===== src/rtl/ex_muldiv_unit.sv =====
// rtl/ex_muldiv_unit.sv - iterative RV32M/RV64M multiply/divide unit beside the EX-stage ALU
// Optional feature: define MULDIV_EARLY_OUT_EN to skip iteration on a zero divisor or zero multiply operand.
module ex_muldiv_unit #(
  parameter int XLEN       = 32,
  parameter int REG_ADDR_W = 5
) (
  input  logic                  clk,
  input  logic                  rst,
  input  logic                  start_i,
  input  logic [2:0]            op_i,
  input  logic [XLEN-1:0]       op1_i,
  input  logic [XLEN-1:0]       op2_i,
  input  logic [REG_ADDR_W-1:0] wr_reg_addr_i,
  input  logic                  flush_i,
  output logic                  stall_req_o,
  output logic                  busy_o,
  output logic                  done_o,
  output logic [XLEN-1:0]       result_o,
  output logic                  wr_bck_en_o,
  output logic [REG_ADDR_W-1:0] wr_reg_addr_o
);

  localparam int CW = $clog2(XLEN) + 1;
  localparam logic [CW-1:0]   LAST_ITER = CW'(XLEN - 1);
  localparam logic [XLEN-1:0] MIN_NEG   = {1'b1, {(XLEN-1){1'b0}}};

  localparam logic [2:0] OP_MUL    = 3'd0;
  localparam logic [2:0] OP_MULH   = 3'd1;
  localparam logic [2:0] OP_MULHSU = 3'd2;
  localparam logic [2:0] OP_MULHU  = 3'd3;
  localparam logic [2:0] OP_DIV    = 3'd4;
  localparam logic [2:0] OP_DIVU   = 3'd5;
  localparam logic [2:0] OP_REM    = 3'd6;
  localparam logic [2:0] OP_REMU   = 3'd7;

  typedef enum logic [1:0] {S_IDLE, S_CALC, S_DONE} state_t;

  state_t                  state_q, state_d;
  logic [CW-1:0]           cnt_q, cnt_d;
  logic [2:0]              op_q, op_d;
  logic [XLEN-1:0]         b_q, b_d;
  logic [2*XLEN-1:0]       acc_q, acc_d;
  logic                    neg_quo_q, neg_quo_d;
  logic                    neg_rem_q, neg_rem_d;
  logic                    div_zero_q, div_zero_d;
  logic                    ovf_q, ovf_d;
  logic                    done_q, done_d;
  logic [XLEN-1:0]         result_q, result_d;
  logic [REG_ADDR_W-1:0]   rd_q, rd_d;

  logic                    launch;
  logic                    in_is_div;
  logic                    a_signed, b_signed;
  logic                    a_neg, b_neg;
  logic [XLEN-1:0]         a_mag, b_mag;

  always_comb begin
    launch    = (state_q == S_IDLE) && start_i && !flush_i;
    in_is_div = op_i[2];
    a_signed  = (op_i == OP_MULH) || (op_i == OP_MULHSU) || (op_i == OP_DIV) || (op_i == OP_REM);
    b_signed  = (op_i == OP_MULH) || (op_i == OP_DIV) || (op_i == OP_REM);
    a_neg     = a_signed && op1_i[XLEN-1];
    b_neg     = b_signed && op2_i[XLEN-1];
    a_mag     = a_neg ? -op1_i : op1_i;
    b_mag     = b_neg ? -op2_i : op2_i;
  end

  // acc holds {partial product, multiplier} for MUL* and {remainder, dividend/quotient} for DIV*
  logic [XLEN:0]     mul_sum;
  logic [XLEN:0]     div_tmp;
  logic [XLEN-1:0]   div_diff;
  logic              div_ge;
  logic [2*XLEN-1:0] acc_step;
  logic [2*XLEN-1:0] prod_signed;
  logic [XLEN-1:0]   quo_raw, rem_raw;
  logic [XLEN-1:0]   quo_fin, rem_fin;
  logic [XLEN-1:0]   calc_result;

  always_comb begin
    mul_sum  = {1'b0, acc_q[2*XLEN-1:XLEN]} + (acc_q[0] ? {1'b0, b_q} : {(XLEN+1){1'b0}});
    div_tmp  = {acc_q[2*XLEN-1:XLEN], acc_q[XLEN-1]};
    div_ge   = div_tmp >= {1'b0, b_q};
    div_diff = div_tmp[XLEN-1:0] - b_q;
    if (op_q[2]) begin
      acc_step = div_ge ? {div_diff, acc_q[XLEN-2:0], 1'b1}
                        : {div_tmp[XLEN-1:0], acc_q[XLEN-2:0], 1'b0};
    end else begin
      acc_step = {mul_sum, acc_q[XLEN-1:1]};
    end

    prod_signed = neg_quo_q ? -acc_step : acc_step;
    quo_raw     = acc_step[XLEN-1:0];
    rem_raw     = acc_step[2*XLEN-1:XLEN];

    if (div_zero_q)  quo_fin = {XLEN{1'b1}};
    else if (ovf_q)  quo_fin = MIN_NEG;
    else             quo_fin = neg_quo_q ? -quo_raw : quo_raw;

    // a zero divisor leaves the dividend magnitude in the remainder, so the sign fix restores it
    if (ovf_q)       rem_fin = '0;
    else             rem_fin = neg_rem_q ? -rem_raw : rem_raw;

    case (op_q)
      OP_MUL:                       calc_result = prod_signed[XLEN-1:0];
      OP_MULH, OP_MULHSU, OP_MULHU: calc_result = prod_signed[2*XLEN-1:XLEN];
      OP_DIV, OP_DIVU:              calc_result = quo_fin;
      default:                      calc_result = rem_fin;
    endcase
  end

`ifdef MULDIV_EARLY_OUT_EN
  logic            early_out;
  logic [XLEN-1:0] early_result;

  always_comb begin
    early_out = in_is_div ? (op2_i == '0) : ((op1_i == '0) || (op2_i == '0));
    case (op_i)
      OP_DIV, OP_DIVU: early_result = {XLEN{1'b1}};
      OP_REM, OP_REMU: early_result = op1_i;
      default:         early_result = '0;
    endcase
  end
`endif

  always_comb begin
    state_d    = state_q;
    cnt_d      = cnt_q;
    op_d       = op_q;
    b_d        = b_q;
    acc_d      = acc_q;
    neg_quo_d  = neg_quo_q;
    neg_rem_d  = neg_rem_q;
    div_zero_d = div_zero_q;
    ovf_d      = ovf_q;
    done_d     = 1'b0;
    result_d   = result_q;
    rd_d       = rd_q;

    case (state_q)
      S_IDLE: begin
        if (launch) begin
          op_d       = op_i;
          rd_d       = wr_reg_addr_i;
          cnt_d      = '0;
          b_d        = in_is_div ? b_mag : a_mag;
          acc_d      = {{XLEN{1'b0}}, (in_is_div ? a_mag : b_mag)};
          neg_quo_d  = a_neg ^ b_neg;
          neg_rem_d  = a_neg;
          div_zero_d = (op2_i == '0);
          ovf_d      = ((op_i == OP_DIV) || (op_i == OP_REM)) &&
                       (op1_i == MIN_NEG) && (op2_i == {XLEN{1'b1}});
`ifdef MULDIV_EARLY_OUT_EN
          if (early_out) begin
            state_d  = S_DONE;
            done_d   = 1'b1;
            result_d = early_result;
          end else begin
            state_d  = S_CALC;
          end
`else
          state_d    = S_CALC;
`endif
        end
      end
      S_CALC: begin
        if (flush_i) begin
          state_d = S_IDLE;
        end else begin
          acc_d = acc_step;
          cnt_d = cnt_q + CW'(1);
          if (cnt_q == LAST_ITER) begin
            state_d  = S_DONE;
            done_d   = 1'b1;
            result_d = calc_result;
          end
        end
      end
      S_DONE:  state_d = S_IDLE;
      default: state_d = S_IDLE;
    endcase
  end

  always_ff @(posedge clk or posedge rst) begin
    if (rst) begin
      state_q    <= S_IDLE;
      cnt_q      <= '0;
      op_q       <= '0;
      b_q        <= '0;
      acc_q      <= '0;
      neg_quo_q  <= 1'b0;
      neg_rem_q  <= 1'b0;
      div_zero_q <= 1'b0;
      ovf_q      <= 1'b0;
      done_q     <= 1'b0;
      result_q   <= '0;
      rd_q       <= '0;
    end else begin
      state_q    <= state_d;
      cnt_q      <= cnt_d;
      op_q       <= op_d;
      b_q        <= b_d;
      acc_q      <= acc_d;
      neg_quo_q  <= neg_quo_d;
      neg_rem_q  <= neg_rem_d;
      div_zero_q <= div_zero_d;
      ovf_q      <= ovf_d;
      done_q     <= done_d;
      result_q   <= result_d;
      rd_q       <= rd_d;
    end
  end

  // stall is low in DONE so the pipeline captures the result that cycle
  assign stall_req_o   = launch || (state_q == S_CALC);
  assign busy_o        = (state_q != S_IDLE);
  assign done_o        = done_q;
  assign wr_bck_en_o   = done_q;
  assign result_o      = result_q;
  assign wr_reg_addr_o = rd_q;

endmodule


===== config.mk =====
export PLATFORM = sky130hd
export DESIGN_NAME = ex_muldiv_unit
export DESIGN_NICKNAME = d
export VERILOG_FILES = /design/src/rtl/ex_muldiv_unit.sv
export SDC_FILE = /design/constraint.sdc
export NUM_CORES = 1
export LEC_CHECK = 0
export BUFFER_PORTS_ARGS = -buffer_cell sky130_fd_sc_hd__buf_2
export CORE_MARGIN = 2
export CORE_UTILIZATION = 50
export CTS_CLUSTER_SIZE = 14
export DETAILED_ROUTE_END_ITERATION = 10
export PLACE_DENSITY_LB_ADDON = 0.25
export REMOVE_ABC_BUFFERS = 1
export SYNTH_ARGS = -nofsm -noshare
export SYNTH_HDL_FRONTEND = slang
export SYNTH_SLANG_ARGS = --single-unit

===== constraint.sdc =====
create_clock -name clk -period 4.6 [get_ports clk]
set_input_delay 0.46 -clock clk [delete_from_list [all_inputs] [get_ports clk]]
set_output_delay 0.46 -clock clk [all_outputs]
set_load 0.1 [all_outputs]

==> reports/metrics.cfg, run 1 <==
[detailed_routing]
dr.pass1.iters=7
wirelength_mm=67.9
drc_errors=0
drt_iter0_drc=1842
viasPerCell=6.31
ant_nets=0
post_drt_wl_per_cell_um=22.8
via_count=18800

[cts]
root_buffer=clkbuf_16
clk_path_buf_depth=2
cts_max_level=4
cts_sinks=149
clkSlewWorstSetupHoldPaths_ps=70
insertion_delay_ps=440
cts_inserted_buffers=17
cts_tree=yes

[synth]
synth-main-ff-cell=dfrtp_1
synth.distinct_cells=102
synth_seq_cells=149
ys_seq_area_frac=0.229
synth_compound_area_frac=0.297
async_flop_share=1.00
syn_area_per_cell_um2=7.39
synth_top_cell_area_share=0.229
synth-xor-area-share=0.0722
synth_mux_area_frac=0.0371
synthSimpleGateAreaFrac=0.255
yosys_warnings=0
synth_area_leader_cell=dfrtp_1
synth.most_common_cell=nand2_1
netlist_top_cells_count=275 x nand2_1, 197 x o21ai_0, 193 x a21oi_1
synth_area_mm2=0.0163
synth_top_family_by_area=compound AO/OA/AOI/OAI gates
yosys-top-cells-area=dfrtp_1 23%, nand2_1 6.4%, o21ai_0 6.1%
synth_edf_count=0
yosys.area_share.adder=0.0564
syn_inst=2198

[setup_path]
end_kind=register
startpoint_type=register
arrival_ps=4950
cp.required_ps=4940
crit_type=reg2reg
worstPathMaxFanout=10

[grt]
grt_pass1_vias=17700
antenna_found_initial=2
grt_max_degree=102
grt_overflow=0
grt_pass1_wl_mm=103
grt_usage=0.395

[die]
fp.dieH_um=184
die-area_mm2=0.0340
die_w_um=184
num_io_pins=117
initial_core_util=0.503
core_area_mm2=0.0323
rows=66

[timing]
finalMaxSlewViolations=0
max_freq_mhz=217
finalCritPeriodShare=1.00
clock_skew_ps=14.8
setup_viol=1
tightest_slew_ps=973
grt_setup_unrepaired=true
finalCriticalPeriod_ps=4600
hold_viol=0
max-slew-margin-rel=0.344
finalWorstSetupSlack_ps=-1.96

[finish]
area_growth_pct=26.4
fin_nets=2669
drive_gt1_frac=0.246
diodes=0
stdcell_area_mm2=0.0205

[run_status]
violations=setup timing
outcome=finished with violations

[place]
port_buffers=116
dpl_cell_area_mm2=0.0191
dp_hpwl_mm=52.3
dp_slack_ps=-424
gp_congestion=1.01

[run]
max-cap-violations=0

[power_and_ir_drop]
peakVddDrop_mv=0.272
power_mw=13.7
p_leak_nw=8.94
power_density_mw_per_mm2=665

[min_path]
hold_class=in2async

kinds of logic (layout without fill, tap and decap cells):
group | count (synthesis) | in the layout
XOR/XNOR | 134 | 134
buffers and inverters | 207 | 543
AO/OA/AOI/OAI | 737 | 737
multiplexers | 59 | 59
AND/OR/NAND/NOR | 840 | 840
adder cells (fa/ha/maj) | 72 | 72
flip-flops | 149 | 149
worst paths after layout:
kind                                   from                to  slack (ps)  cells past startpoint
max                                 b_q[14]      result_o[30]          -2                     19
min                                     rst       result_o[7]         210                      2
max reg2reg                         b_q[14]      result_o[30]          -2                     19
min reg2reg                wr_reg_addr_o[1]  wr_reg_addr_o[1]         470                      2
max in group asynchronous               rst            done_o        3280                      3
min in group clk           wr_reg_addr_i[1]  wr_reg_addr_o[1]         210                      3
stage by stage:
step / std cells / hold WS (ps) / setup TNS [ps] / util
after floorplan: 2063 / 464 / -82210 / -
after global placement: 2921 / 452 / -826 / 0.591
after detailed placement: 2921 / 457 / -1740 / 0.591
after CTS: 2957 / 197 / 0 / 0.613
after global routing: 2976 / 206 / -1390 / 0.636
final: 2976 / 208 / -1.96 / 0.636
where the power goes:
group / internal [mW] / switching, mW
sequential: 1.61 / 0.299
clock: 0.947 / 0.645
combinational: 4.16 / 6.01
routing by layer:
metal  GRT usage  vias up  wire, um
li1            -     8790         -
met1       0.526     8938     28700
met2       0.635      886     30500
met3      0.0753      166      5980
met4       0.151        0      2610
met5           0        -         0
state kept, by name, indices dropped and copies added, names as in the netlist:
| register | cells |
|---|---|
| div_zero_q | 1 |
| op_q | 3 |
| ovf_q | 1 |
| acc_q | 64 |
| cnt_q | 6 |
| result_o | 32 |
| neg_quo_q | 1 |
| state_q | 2 |
| b_q | 32 |
| neg_rem_q | 1 |
| wr_reg_addr_o | 5 |
| done_o | 1 |
final cells by class:
class | count | area, um^2
flip-flops and latches | 149 | 3730
fillers | 2920 | 11700
clock inverters | 13 | 194
repair buffers | 439 | 3080
multi-input cells | 1842 | 12300
inverters | 72 | 275
clock buffers | 19 | 453
well taps | 442 | 553
worst max-delay path: stages (launching register included):
cell and delay (ps):
dfrtp_1 390, inv_2 80, ha_4 270, buf_4 130
and4_4 230, nand3_2 80, a2111o_1 430, a31o_1 290
buf_4 140, buf_4 140, nand2_4 70, buf_6 170
buf_8 160, mux2_1 320, mux2i_1 140, buf_4 150
nand4_1 150, or3_4 390, or4_4 520, a221oi_2 240
cells in the final DEF (no fill, tap or decap), drive strengths merged, types with 33 or more instances in the layout:
master and instances:
nand4 46, xnor2 83, and2 52, nor2 185
ha 70, o21ai 204, nand3 47, o221ai 40
dfrtp 149, mux2i 49, a21oi 198, inv 75
buf 439, nor3 68, o211ai 33, xor2 51
nand2 276
repair_timing:
action / in CTS / in global routing
setup buffers: 4 / 19
gates resized for setup: 7 / 114
setup endpoints to repair: 7 / 25
hold buffers: 0 / 0
pin swaps: 10 / 42
Note: power is estimated with default switching activity, not from simulation.
==> run 2: changes to the inputs <==
- CORE_UTILIZATION: 50 -> 45
- clock period: 4.6 -> 5.1 ns (I/O delays scaled with it)
==> reports/metrics.cfg, run 2 (same netlist as run 1, synthesis figures left out) <==
[run_status]
outcome=finished, final reports clean

[timing]
grt_setup_unrepaired=false
finalMaxSlewViolations=0  ; unchanged
clock_skew_ps=9.31  ; -5.50 ps
finalCriticalPeriod_ps=4820  ; +221 ps
max-slew-margin-rel=0.281  ; -0.0634
max_freq_mhz=207  ; -4.6%
hold_slack_ps=184  ; -23.4 ps
hold_viol=0  ; unchanged
tightest_slew_ps=1070  ; +94.2 ps
setup_viol=0  ; -1
finalCritPeriodShare=0.946  ; -0.0548

[finish]
final_cell_mix=274 x nand2_1, 196 x o21ai_0, 189 x a21oi_1
nFillCells=3524  ; +21%
drive_gt1_frac=0.159  ; -0.0866
largest_register_ffs=64  ; unchanged
fin_nets=2491  ; -6.7%
top_register=acc_q
area_growth_pct=14.9
layout.cells.most_common=nand2_1
layout.cells.non_filler=2817  ; -5.3%

[die]
core_area_mm2=0.0356  ; +10%
initial_core_util=0.457  ; -0.0464
num_io_pins=117  ; unchanged
fp.dieH_um=194  ; +5.3%
rows=69  ; +4.5%
die_w_um=194  ; +5.3%
die-area_mm2=0.0376  ; +11%

[cts]
clkSlewWorstSetupHoldPaths_ps=70  ; about the same
cts_max_level=4  ; unchanged
cts_sinks=149  ; unchanged
hold_buffers=0  ; unchanged
insertion_delay_ps=440  ; about the same
cts_tree=yes
clk_path_buf_depth=2  ; unchanged
root_buffer=clkbuf_16
cts_inserted_buffers=17  ; unchanged

[min_path]
hold_class=in2async

[run]
max-cap-violations=0  ; unchanged

[power_and_ir_drop]
switching_share=0.533  ; +0.0243
p_leak_nw=8.01  ; -10%
power.switching_mw=5.82  ; -16%
p_clk_frac=0.126  ; +0.009
p_int_mw=5.10  ; -24%
combPwrFrac=0.713  ; -0.031
power_density_mw_per_mm2=585  ; -12%
power_mw=10.9  ; -20%
peakVddDrop_mv=0.323  ; +19%
p_seq_frac=0.161  ; +0.021

[setup_path]
cp.required_ps=5400  ; +460 ps
startpoint_type=register
worstPathMaxFanout=18  ; +8
arrival_ps=5120  ; +170 ps
end_kind=register
crit_type=reg2reg

[detailed_routing]
dr.pass1.iters=6  ; -1
ant_nets=0  ; unchanged
drc_errors=0  ; unchanged
drt_iter0_drc=1824  ; -0.98%
wirelength_mm=65.1  ; -4.1%
post_drt_wl_per_cell_um=23.1  ; +1.3%
viasPerCell=6.42  ; +1.7%
via_count=18100  ; -3.7%

[place]
port_buffers=116  ; unchanged
dp_cells=2780  ; -4.8%
dp_hpwl_mm=50.5  ; -3.4%
gp_congestion=1.06  ; +4.4%

[grt]
grt_overflow=0  ; unchanged
grt_usage=0.338  ; -0.0571
grt_pass1_wl_mm=100  ; -2.6%
antenna_found_initial=2  ; unchanged
grt_pass1_vias=17100  ; -3.5%
grt_max_degree=88  ; -14%

## run 2: worst max-delay path, cell delays in order, from the launching register on
cell,delay [ps]
dfrtp_1,430
ha_1,410
and4_1,260
nand3_1,110
a2111o_1,430
a31o_1,300
buf_4,170
nand2_4,60
buf_4,290
buf_4,270
a211oi_1,180
or4_4,520
nor3b_2,430
and3b_1,300
a21boi_0,110
nor3_1,250
o221ai_1,150
## run 2: cell type report
class	count	area, um^2	area share
Sequential cell	149	3730	0.200
Inverter	72	275	0.0147
Antenna cell	1	2.50	0.000134
Timing Repair Buffer	261	1670	0.0895
Tap cell	461	577	0.0309
Clock inverter	14	185	0.00991
Multi-Input combinational cell	1842	11800	0.632
Clock buffer	17	425	0.0228
## run 2: path summary, 6_finish.rpt
check | start | end | slack (ps) | cells past startpoint
setup / recovery | acc_q[45] | result_o[31] | 280 | 16
max in group asynchronous | rst | result_o[29] | 3810 | 3
setup reg to reg | acc_q[45] | result_o[31] | 280 | 16
hold reg to reg | wr_reg_addr_o[0] | wr_reg_addr_o[0] | 470 | 2
hold / removal | rst | result_o[8] | 180 | 2
min in group clk | wr_reg_addr_i[4] | wr_reg_addr_o[4] | 250 | 3
## run 2: metrics by stage
stage | setup WS (ps) | setup TNS (ps) | utilization | cell area [um^2]
after floorplan | -2440 | -56000 | - | 15600
after global placement | -220 | -526 | 0.503 | 17900
after detailed placement | -491 | -2000 | 0.503 | 17900
after global routing | 39.4 | 0 | 0.525 | 18700
final | 277 | 0 | 0.525 | 18700
after CTS | 4.21 | 0 | 0.521 | 18500
## run 2: what timing repair did
action | in CTS | in global routing
resized for setup | 4 | 21
pin swaps | 1 | 8
endpoints found under the setup margin | 6 | 14
buffers inserted | 3 | 2
## run 2: layer usage
metal	part of all wire	global-route usage	vias to the layer above
li1	-	-	8421
met1	0.43	0.448	8695
met2	0.45	0.543	819
met3	0.081	0.0630	145
met4	0.042	0.138	0
met5	0	0	-
## run 2: power groups by stage
stage	registers (mW)	clock network, mW	logic [mW]
floorplan	1.83	0	4.58
global placement	1.75	0	7.32
detailed placement	1.77	0	7.33
CTS	1.75	1.39	7.41
global route	1.81	1.43	8.32
finish	1.76	1.37	7.79
